<file path="config.mk">
export PLATFORM = sky130hd
export DESIGN_NAME = rr_arbiter4
export DESIGN_NICKNAME = d
export VERILOG_FILES = /design/src/rtl/arb_pkg.sv /design/src/rtl/dec2to4.sv /design/src/rtl/rr_arbiter4.sv
export SDC_FILE = /design/constraint.sdc
export NUM_CORES = 1
export LEC_CHECK = 0
export CORE_MARGIN = 5
export CORE_UTILIZATION = 40
export DETAILED_ROUTE_END_ITERATION = 8
export HOLD_SLACK_MARGIN = 0.02
export MAX_ROUTING_LAYER = met4
export PLACE_DENSITY = 0.63
export SETUP_SLACK_MARGIN = 0.15
export SYNTH_ARGS = -nofsm -noshare
export SYNTH_HDL_FRONTEND = slang
export SYNTH_SLANG_ARGS = --single-unit
</file>
<file path="constraint.sdc">
create_clock -name clk -period 2.75 [get_ports clk]
set_input_delay 0.275 -clock clk [delete_from_list [all_inputs] [get_ports clk]]
set_output_delay 0.275 -clock clk [all_outputs]
set_load 0.02 [all_outputs]
</file>
<file path="src/rtl/arb_pkg.sv">
// Shared types and constants for the four-requester round-robin arbiter.
package arb_pkg;

   localparam int NUM_REQ = 4;
   localparam int IDX_W   = 2;

   typedef enum logic {
      IDLE  = 1'b0,
      GRANT = 1'b1
   } state_e;

endpackage

</file>
<file path="src/rtl/dec2to4.sv">
// 2-to-4 one-hot decoder with enable; all outputs low when disabled.
module dec2to4
   import arb_pkg::*;
(
   input  logic             en,
   input  logic [IDX_W-1:0] idx,
   output logic [NUM_REQ-1:0] y
);

   // NOTE: default every combinational output first so no path infers a latch.
   always_comb begin
      y = '0;
      if (en) y[idx] = 1'b1;
   end

endmodule

</file>
<file path="src/rtl/rr_arbiter4.sv">
// Four-requester round-robin arbiter with bounded hold time and a mandatory
// idle cycle between grants; all outputs come from flops.
module rr_arbiter4
   import arb_pkg::*;
#(
   parameter  int MAX_HOLD = 15,
   localparam int CNT_W    = $clog2(MAX_HOLD + 1)
) (
   input  logic               clk,
   input  logic               rst,
   input  logic [NUM_REQ-1:0] req,
   input  logic               done,
   output logic [NUM_REQ-1:0] grant,
   output logic [IDX_W-1:0]   grant_idx,
   output logic               grant_valid,
   output logic               timeout
);

   state_e             state_q, state_d;
   logic [IDX_W-1:0]   ptr_q, ptr_d;
   logic [IDX_W-1:0]   idx_q, idx_d;
   logic               valid_q, valid_d;
   logic               timeout_q, timeout_d;
   logic [CNT_W-1:0]   hold_q, hold_d;

   logic [2*NUM_REQ-1:0] req_dbl;
   logic [NUM_REQ-1:0]   req_rot;
   logic [IDX_W-1:0]     pick_off;
   logic [IDX_W-1:0]     winner;
   logic                 at_limit;
   logic                 owner_drop;

   // Rotate so the pointer's requester sits at bit 0, pick the lowest set
   // bit, then add the pointer back to recover the absolute index.
   always_comb begin
      req_dbl  = {req, req} >> ptr_q;
      req_rot  = req_dbl[NUM_REQ-1:0];
      pick_off = '0;
      for (int i = NUM_REQ - 1; i >= 0; i--) begin
         if (req_rot[i]) pick_off = IDX_W'(i);
      end
      winner = ptr_q + pick_off;
   end

   always_comb begin
      at_limit   = (hold_q == CNT_W'(MAX_HOLD - 1));
      owner_drop = !req[idx_q];

      state_d   = state_q;
      ptr_d     = ptr_q;
      idx_d     = idx_q;
      valid_d   = valid_q;
      hold_d    = hold_q;
      timeout_d = 1'b0;

      case (state_q)
         IDLE: begin
            if (|req) begin
               state_d = GRANT;
               idx_d   = winner;
               valid_d = 1'b1;
               hold_d  = '0;
            end
         end
         GRANT: begin
            if (done || owner_drop || at_limit) begin
               state_d   = IDLE;
               valid_d   = 1'b0;
               ptr_d     = idx_q + 1'b1;
               hold_d    = '0;
               // A limit release that coincides with done or a req drop is normal.
               timeout_d = at_limit && !done && !owner_drop;
            end else begin
               hold_d = hold_q + 1'b1;
            end
         end
      endcase
   end

   // NOTE: sequential state uses non-blocking assignments only, so every flop
   // samples the pre-edge value of every other flop.
   always_ff @(posedge clk) begin
      if (rst) begin
         state_q   <= IDLE;
         ptr_q     <= '0;
         idx_q     <= '0;
         valid_q   <= 1'b0;
         timeout_q <= 1'b0;
         hold_q    <= '0;
      end else begin
         state_q   <= state_d;
         ptr_q     <= ptr_d;
         idx_q     <= idx_d;
         valid_q   <= valid_d;
         timeout_q <= timeout_d;
         hold_q    <= hold_d;
      end
   end

   dec2to4 u_dec (
      .en  (valid_q),
      .idx (idx_q),
      .y   (grant)
   );

   assign grant_idx   = idx_q;
   assign grant_valid = valid_q;
   assign timeout     = timeout_q;

endmodule

</file>
==> results of run 1 <==
critical path: stages, from the launching register on:
cell	delay [ns]
dfxtp_1	0.52
inv_1	0.11
ha_1	0.20
and2_1	0.15
clkdlybuf4s50_1	0.53
per-layer routing:
| metal | GRT usage, % | vias up | wire length, um |
|---|---|---|---|
| met2 | 24.9 | 20 | 868 |
| met3 | 4.90 | 0 | 87 |
| met4 | 3.73 | 0 | 0 |
| li1 | - | 361 | - |
| met5 | - | - | 0 |
| met1 | 14.9 | 341 | 668 |
state kept, by name, summed over array words and instances, names as in the netlist:
register	count
ptr_q	2
timeout	1
grant_idx	2
hold_q	4
state_q	1
grant_valid	1
cell type report:
class | count | area (sq um)
clock buffer | 4 | 26.3
fill | 198 | 935
inverter | 5 | 18.8
multi-input combinational | 75 | 548
sequential | 11 | 220
tap | 27 | 33.8
timing repair buffer | 14 | 140
path summary, 6_finish.rpt:
path              depth (start not counted)          from           end
setup / recovery                          4  grant_idx[0]      grant[0]
hold / removal                            1     hold_q[3]     hold_q[3]
setup reg to reg                          9      ptr_q[0]  grant_idx[1]
hold reg to reg                           1     hold_q[3]     hold_q[3]
cells in the final DEF, fill, tap and decap left out, types with 2 or more instances in the layout:
master,synthesis,routed
clkdlybuf4s50_1,0,14
dfxtp_1,11,11
nor2_1,10,10
nand2_1,7,7
ha_1,7,7
o21ai_0,6,6
inv_1,5,5
nand3_1,4,4
and2_1,4,4
mux2i_1,3,3
a21oi_1,3,3
nor3_1,3,3
clkbuf_4,0,3
nand3b_1,2,2
cell families (layout without fill, tap and decap cells):
logic type      after synthesis  in the layout
simple gates                 44             44
compound gates               20             20
flops                        11             11
fa+ha+maj                     7              7
buf+inv                       6             23
mux                           3              3
xor+xnor                      1              1
report_power, final:
part           leakage, nW  switching [mW]  internal (mW)
logic                0.267          0.0705         0.0700
registers           0.0900          0.0263          0.173
clock network       0.0150          0.0526         0.0561
total                0.372           0.149          0.299
==> flow_summary.ini, run 1 <==
[hold_path]
hp-class = reg2reg

[cells_and_area]
final_core_util_pct = 51.4
area_growth_pct = 24.6
n_antenna_cell = 0
fin_nets = 124
drive_gt1_share_pct = 11.9
design_area_sq_um = 987
instances_no_fill = 136

[cts]
cts_inserted_buffers = 3
cts_tree = done
h-tree-depth = 1
clock_sinks = 11
post_cts_resized = 0
clock_latency_ns = 0.27
hold_buffers = 0
cts.clk_slew.worst_paths_ns = 0.07
postCtsSetupBuffers = 0
clockBufferDepth = 2
ctsRootBufferMaster = clkbuf_4

[sta]
worst_pin_slew_ns = 0.636
setup_viol = 0
fin_crit_sh_pct = 74.8
tns_ns = 0
hold_viol = 0
min_period_ns = 2.06
max_freq_ghz = 0.486
hold_ws_ns = 0.506
slew_headroom_pct = 57.2
rsz0062_at_grt = no
worst_slack_ns = 0.694
fin_worst_skew_ns = 0.00143
drv_slew = 0

[synthesis]
synth_area_leaders = dfxtp_1 (28%), ha_1 (11%), nor2_1 (4.7%), mux2i_1 (3.8%), o21ai_0 (3.8%)
synthAdderAreaFrac_pct = 11.1
synth_area_sq_um = 792
synth.most_common_cell = dfxtp_1
synth_common_cells = dfxtp_1 (11), nor2_1 (10), ha_1 (7), nand2_1 (7), o21ai_0 (6)
ys_seq_elements = 11
yosysWarnings = 0
synth_mux_area_share_pct = 3.79
synth-compound-area-share_pct = 20.5
synth_area_leader_cell = dfxtp_1
synth_cell_types = 39
synthFlopType = dfxtp_1
synth_top_family_by_area = simple AND/OR/NAND/NOR gates
seq_area_frac_synth_pct = 27.8
avgSynthCellArea_sq_um = 8.61
synth_top_area_share_pct = 27.8
synthArstFlopShare_pct = 0
syn-num-nets = 106
synth-simple-area-share_pct = 32.7
synth_edf_count = 0
yosys.area_share.xor_xnor_pct = 1.11
syn_inst = 92

[run]
max_cap_violations = 0

[routing]
drc = 0
drt-initial-drc-count = 22
via_per_inst = 5.31
wl_per_cell_um = 11.9
firstDrtPassIters = 4
via_count = 722
wl_mm = 1.62
antenna_left = 0

[floorplan]
die_area_sq_mm = 0.00297
pin_count = 15
start_util_pct = 41.2
core_sq_mm = 0.00192
die_x_um = 54.5
num_rows = 16
die_h_um = 54.5

[critical_path]
criticalPathCategory = reg2out
path_max_fanout = 8
r2r_slack_ns = 0.84
cp-start-kind = flip-flop
critPathRequiredTime_ns = 2.48
arrival_ns = 1.78
end_kind = primary output

[placement]
hpwl_mm = 1.28
port_buffers = 14
pre_cts_ws_ns = 0.466
placed_cell_area_sq_um = 961
place_congestion = 0.834
post-place-cells = 132

[pwr]
peakVddDrop_mv = 0.281
leakagePower_nw = 0.372
p_total_mw = 0.448
power_density_mw_per_mm2 = 454

[global_route]
antenna_found_initial = 0
grt_max_degree = 11
grt_pass1_wl_mm = 2.93
grt_overflow = 0
grt_pass1_vias = 689
grtUsageTotal_pct = 14.1

[status]
status = complete, no violations
Power figures use the tool's default switching activity.
==> inputs of run 2 (changes only) <==
--- a/config.mk
+++ b/config.mk
@@ -10,7 +10,7 @@
 export DETAILED_ROUTE_END_ITERATION = 8
 export HOLD_SLACK_MARGIN = 0.02
 export MAX_ROUTING_LAYER = met4
-export PLACE_DENSITY = 0.63
+export PLACE_DENSITY = 0.65
 export SETUP_SLACK_MARGIN = 0.15
 export SYNTH_ARGS = -nofsm -noshare
 export SYNTH_HDL_FRONTEND = slang
==> constraint.sdc (replaced) <==
create_clock -name clk -period 1.7 [get_ports clk]
set_input_delay 0.17 -clock clk [delete_from_list [all_inputs] [get_ports clk]]
set_output_delay 0.17 -clock clk [all_outputs]
set_load 0.02 [all_outputs]
==> flow_summary.ini, run 2 (synthesized netlist as in run 1, its figures left out) <==
[routing]
firstDrtPassIters = 4
antenna_left = 0
wl_mm = 1.79
drt-met1-wl_um = 880
drt-initial-drc-count = 6
via_count = 765
dr_wl_met3_um = 87
via_per_inst = 4.90
routed.top_layer = met4
wl_per_cell_um = 11.5
dr_wl_met2_um = 805
drc = 0

[sta]
hold_viol = 0
fin_crit_sh_pct = 97.3
worst_pin_slew_ns = 0.338
min_period_ns = 1.65
rsz0062_at_grt = yes
tns_ns = 0
max_freq_ghz = 0.604
hold_ws_ns = 0.502
drv_slew = 0
worst_slack_ns = 0.0457
slew_headroom_pct = 77.3
fin_worst_skew_ns = 0.00188
setup_viol = 0

[pwr]
leakagePower_nw = 0.486
peakVddDrop_mv = 0.459
p_total_mw = 0.789
power_density_mw_per_mm2 = 685

[cells_and_area]
drive_gt1_share_pct = 31.0
largest_register_ffs = 4
top_register = hold_q
fin_nets = 144
layout_common_cells = buf_4 (19), nor2_1 (10), dfxtp_1 (8), nand2_1 (7), ha_1 (6)
area_growth_pct = 45.5
final_common_cell = buf_4
design_area_sq_mm = 0.00115
n_antenna_cell = 0
nFillCells = 191

[global_route]
grt_pass1_wl_mm = 3.03
grt_max_degree = 8
antenna_found_initial = 0
grt_pass1_vias = 704
grt_overflow = 0
grtUsageTotal_pct = 14.5

[placement]
place_congestion = 0.830
pre_cts_ws_ns = -0.387
hpwl_mm = 1.49
port_buffers = 14
placed_cell_area_sq_mm = 0.00111

[critical_path]
critPathTopFamily = simple AND/OR/NAND/NOR gates
r2r_slack_ns = 0.05
cp_slowest_cell = or4_4
cp-start-kind = flip-flop
crit_chain = or4_4 > nand3_1 > ha_2 > xnor2_2 > and4_1 > nor3_2
slowest_delay_ns = 0.47
path_max_fanout = 6
criticalPathCategory = reg2reg
critPathRequiredTime_ns = 1.85
worst-path-buf-inv = 0
end_kind = flip-flop
arrival_ns = 1.81

[cts]
cts.clk_slew.worst_paths_ns = 0.07
h-tree-depth = 1
clockBufferDepth = 2
clock_latency_ns = 0.27
cts_inserted_buffers = 3
clock_sinks = 11
ctsRootBufferMaster = clkbuf_4
cts_tree = done

[floorplan]
die_area_sq_mm = 0.00297
start_util_pct = 41.2
num_rows = 16
pin_count = 15
core_sq_mm = 0.00192
die_h_um = 54.5
die_x_um = 54.5

[hold_path]
hp-class = reg2reg

[run]
max_cap_violations = 0

[status]
status = complete, no violations
run 2: changes by cell type in the layout (fill, tap and decap cells not counted), moves of 2 or more:
| cell | previous run | this run |
|---|---|---|
| buf_4 | 0 | 19 |
| clkdlybuf4s50_1 | 14 | 5 |
| dfxtp_1 | 11 | 8 |
| dlygate4sd2_1 | 0 | 5 |
| dfxtp_4 | 0 | 2 |
| clkdlybuf4s15_1 | 0 | 3 |
run 2: metal layers:
layer | vias to the layer above | global-route usage, %
met5 | - | -
met4 | 0 | 2.49
met3 | 3 | 4.90
met2 | 14 | 23.1
met1 | 344 | 18.0
li1 | 404 | -
run 2: repair_timing:
action | CTS | global route
setup buffers | 1 | 1
gates resized for setup | 12 | 9
hold buffers | 0 | 0
pin swaps | 3 | 6
setup endpoints to repair | 7 | 7
run 2: worst reg2reg max path, stage by stage (launching register included):
cell	delay, ns
dfxtp_4	0.36
or4_4	0.47
nand3_1	0.10
ha_2	0.19
xnor2_2	0.14
and4_1	0.23
nor3_2	0.04
run 2: path summary, 6_finish.rpt:
kind | depth (start not counted) | endpoint | start
setup / recovery | 6 | grant_idx[1] | ptr_q[0]
hold / removal | 1 | hold_q[3] | hold_q[3]
setup reg to reg | 6 | grant_idx[1] | ptr_q[0]
hold reg to reg | 1 | hold_q[3] | hold_q[3]
run 2: cell type report:
type / count / area (sq um) / share of cell area, %
Clock buffer: 4 / 26.3 / 2.28
Inverter: 5 / 18.8 / 1.63
Multi-Input combinational cell: 75 / 562 / 48.8
Sequential cell: 11 / 229 / 19.9
Tap cell: 27 / 33.8 / 2.93
Timing Repair Buffer: 34 / 283 / 24.5
run 2: through the flow:
| stage | utilization, % | std cells |
|---|---|---|
| 3_5_place_dp | 57.6 | 150 |
| 3_3_place_gp | 57.6 | 150 |
| 4_1_cts | 59.0 | 155 |
| 5_1_grt | 60.0 | 156 |
| 2_1_floorplan | - | 92 |
| 6_report | 60.0 | 156 |
run 2: power by group:
| group | switching (mW) | internal (mW) | total [mW] |
|---|---|---|---|
| sequential | 0.0339 | 0.283 | 0.316 |
| combinational | 0.140 | 0.156 | 0.297 |
| clock | 0.0849 | 0.0909 | 0.176 |
| total | 0.259 | 0.530 | 0.789 |
==> inputs of run 3 (changes only) <==
--- a/config.mk
+++ b/config.mk
@@ -12,6 +12,9 @@
 export MAX_ROUTING_LAYER = met4
 export PLACE_DENSITY = 0.65
 export SETUP_SLACK_MARGIN = 0.15
+export SKIP_LAST_GASP = 1
+export SLEW_MARGIN = 20
 export SYNTH_ARGS = -nofsm -noshare
 export SYNTH_HDL_FRONTEND = slang
 export SYNTH_SLANG_ARGS = --single-unit
+export TNS_END_PERCENT = 5
==> flow_summary.ini, run 3 (synthesized netlist as in run 1, its figures left out) <==
[floorplan]
die_h_um = 54.5
start_util_pct = 41.2
num_rows = 16
core_sq_mm = 0.00192
die_x_um = 54.5
pin_count = 15
die_area_sq_mm = 0.00297

[cts]
h-tree-depth = 1
cts_inserted_buffers = 3
cts_tree = done
hold_buffers = 0
clock_latency_ns = 0.27
clockBufferDepth = 2
ctsRootBufferMaster = clkbuf_4
cts.clk_slew.worst_paths_ns = 0.07
clock_sinks = 11

[cells_and_area]
drive_gt1_share_pct = 32.0
n_antenna_cell = 0
area_growth_pct = 50.6
final_common_cell = buf_4
largest_register_ffs = 4
multiInputGateArea_sq_um = 596
register_area_sq_um = 226
instances_no_fill = 155
fin_nets = 143
nFillCells = 186
top_register = hold_q
design_area_sq_mm = 0.00119
layout_common_cells = buf_4 (18), nor2_1 (10), dfxtp_1 (8), nand2_1 (7), ha_1 (6)

[routing]
wl_mm = 1.90
wl_per_cell_um = 12.3
antenna_left = 0
drc = 0
via_per_inst = 5.05
via_count = 783
drt-initial-drc-count = 12
firstDrtPassIters = 4

[placement]
pre_cts_ws_ns = -0.387
port_buffers = 14
post-place-cells = 150
placed_cell_area_sq_mm = 0.00111
hpwl_mm = 1.49
place_congestion = 0.830

[global_route]
grt_pass1_vias = 699
grt_overflow = 0
busiest_layer = met2
grt_util_met1_pct = 18.5
grtUsageTotal_pct = 14.6
met3_usage_pct = 4.90
grt_pass1_wl_mm = 3.04
antenna_found_initial = 0
grt_max_degree = 8
grtUsageMet2_pct = 22.7

[sta]
hold_viol = 0
max_freq_ghz = 0.615
slew_headroom_pct = 76.8
drv_slew = 0
fin_crit_sh_pct = 95.6
fin_worst_skew_ns = 0.000358
worst_slack_ns = 0.0752
rsz0062_at_grt = yes
tns_ns = 0
min_period_ns = 1.62
setup_viol = 0
worst_pin_slew_ns = 0.347

[critical_path]
path_max_fanout = 7
cp_slowest_cell = or4_4
arrival_ns = 1.78
slowest_delay_ns = 0.48
worst-path-buf-inv = 0
crit_chain = or4_4 > nand3_2 > ha_4 > xnor2_4 > and4_1 > nor3_2
criticalPathCategory = reg2reg
end_kind = flip-flop
critPathTopFamily = simple AND/OR/NAND/NOR gates
critPathRequiredTime_ns = 1.85
cp-start-kind = flip-flop

[pwr]
leakagePower_nw = 0.535
swShare_pct = 33.4
combPwrFrac_pct = 39.5
power_density_mw_per_mm2 = 686
p_total_mw = 0.817
power.share.clock_pct = 21.5
p_seq_share_pct = 39.0
peakVddDrop_mv = 0.584
p_int_mw = 0.544
p_switching_mw = 0.273

[status]
status = complete, no violations

[run]
max_cap_violations = 0

[hold_path]
hp-class = reg2reg
## run 3: changes by cell type in the layout (fill, tap and decap cells not counted), sizes merged
| cell | delta |
|---|---|
| clkbuf | -1 |
| clkdlybuf4s15 | -2 |
| buf | -1 |
| dlygate4sd2 | -1 |
| dlymetal6s2s | +4 |
## run 3: worst paths after layout
check,start,end,slack (ns),cells past startpoint
worst max-delay path,ptr_q[0],grant_idx[1],0.08,6
worst min-delay path,hold_q[3],hold_q[3],0.50,1
worst max register to register,ptr_q[0],grant_idx[1],0.08,6
worst min register to register,hold_q[3],hold_q[3],0.50,1
## run 3: through the flow
stage,hold slack [ns],utilization (%)
6_report,0.501,62.0
5_1_grt,0.541,62.0
4_1_cts,0.505,58.7
3_5_place_dp,0.487,57.6
3_3_place_gp,0.470,57.6
2_1_floorplan,0.235,-
## run 3: timing repair
item,4_1_cts,5_1_grt
setup buffers,0,1
resized for setup,6,15
endpoints found under the setup margin,7,14
pin swaps,0,5
## run 3: cell type report
cell class,instances,area share [%]
Tap cell,27,2.83
Clock buffer,4,2.20
Timing Repair Buffer,33,24.4
Inverter,5,1.57
Sequential cell,11,19.0
Multi-Input combinational cell,75,49.9
## run 3: per-layer routing
layer  wire length, um  up-vias
li1                  -      406
met1               884      347
met2               874       25
met3               113        5
met4                33        0
met5                 0        -
## run 3: power by group through the flow
stage	Sequential [mW]	Clock [mW]	Combinational [mW]
final	0.319	0.176	0.323
after global placement	0.319	0	0.289
after floorplan	0.328	0	0.150
after detailed placement	0.321	0	0.294
after CTS	0.315	0.186	0.289
after global routing	0.326	0.200	0.353
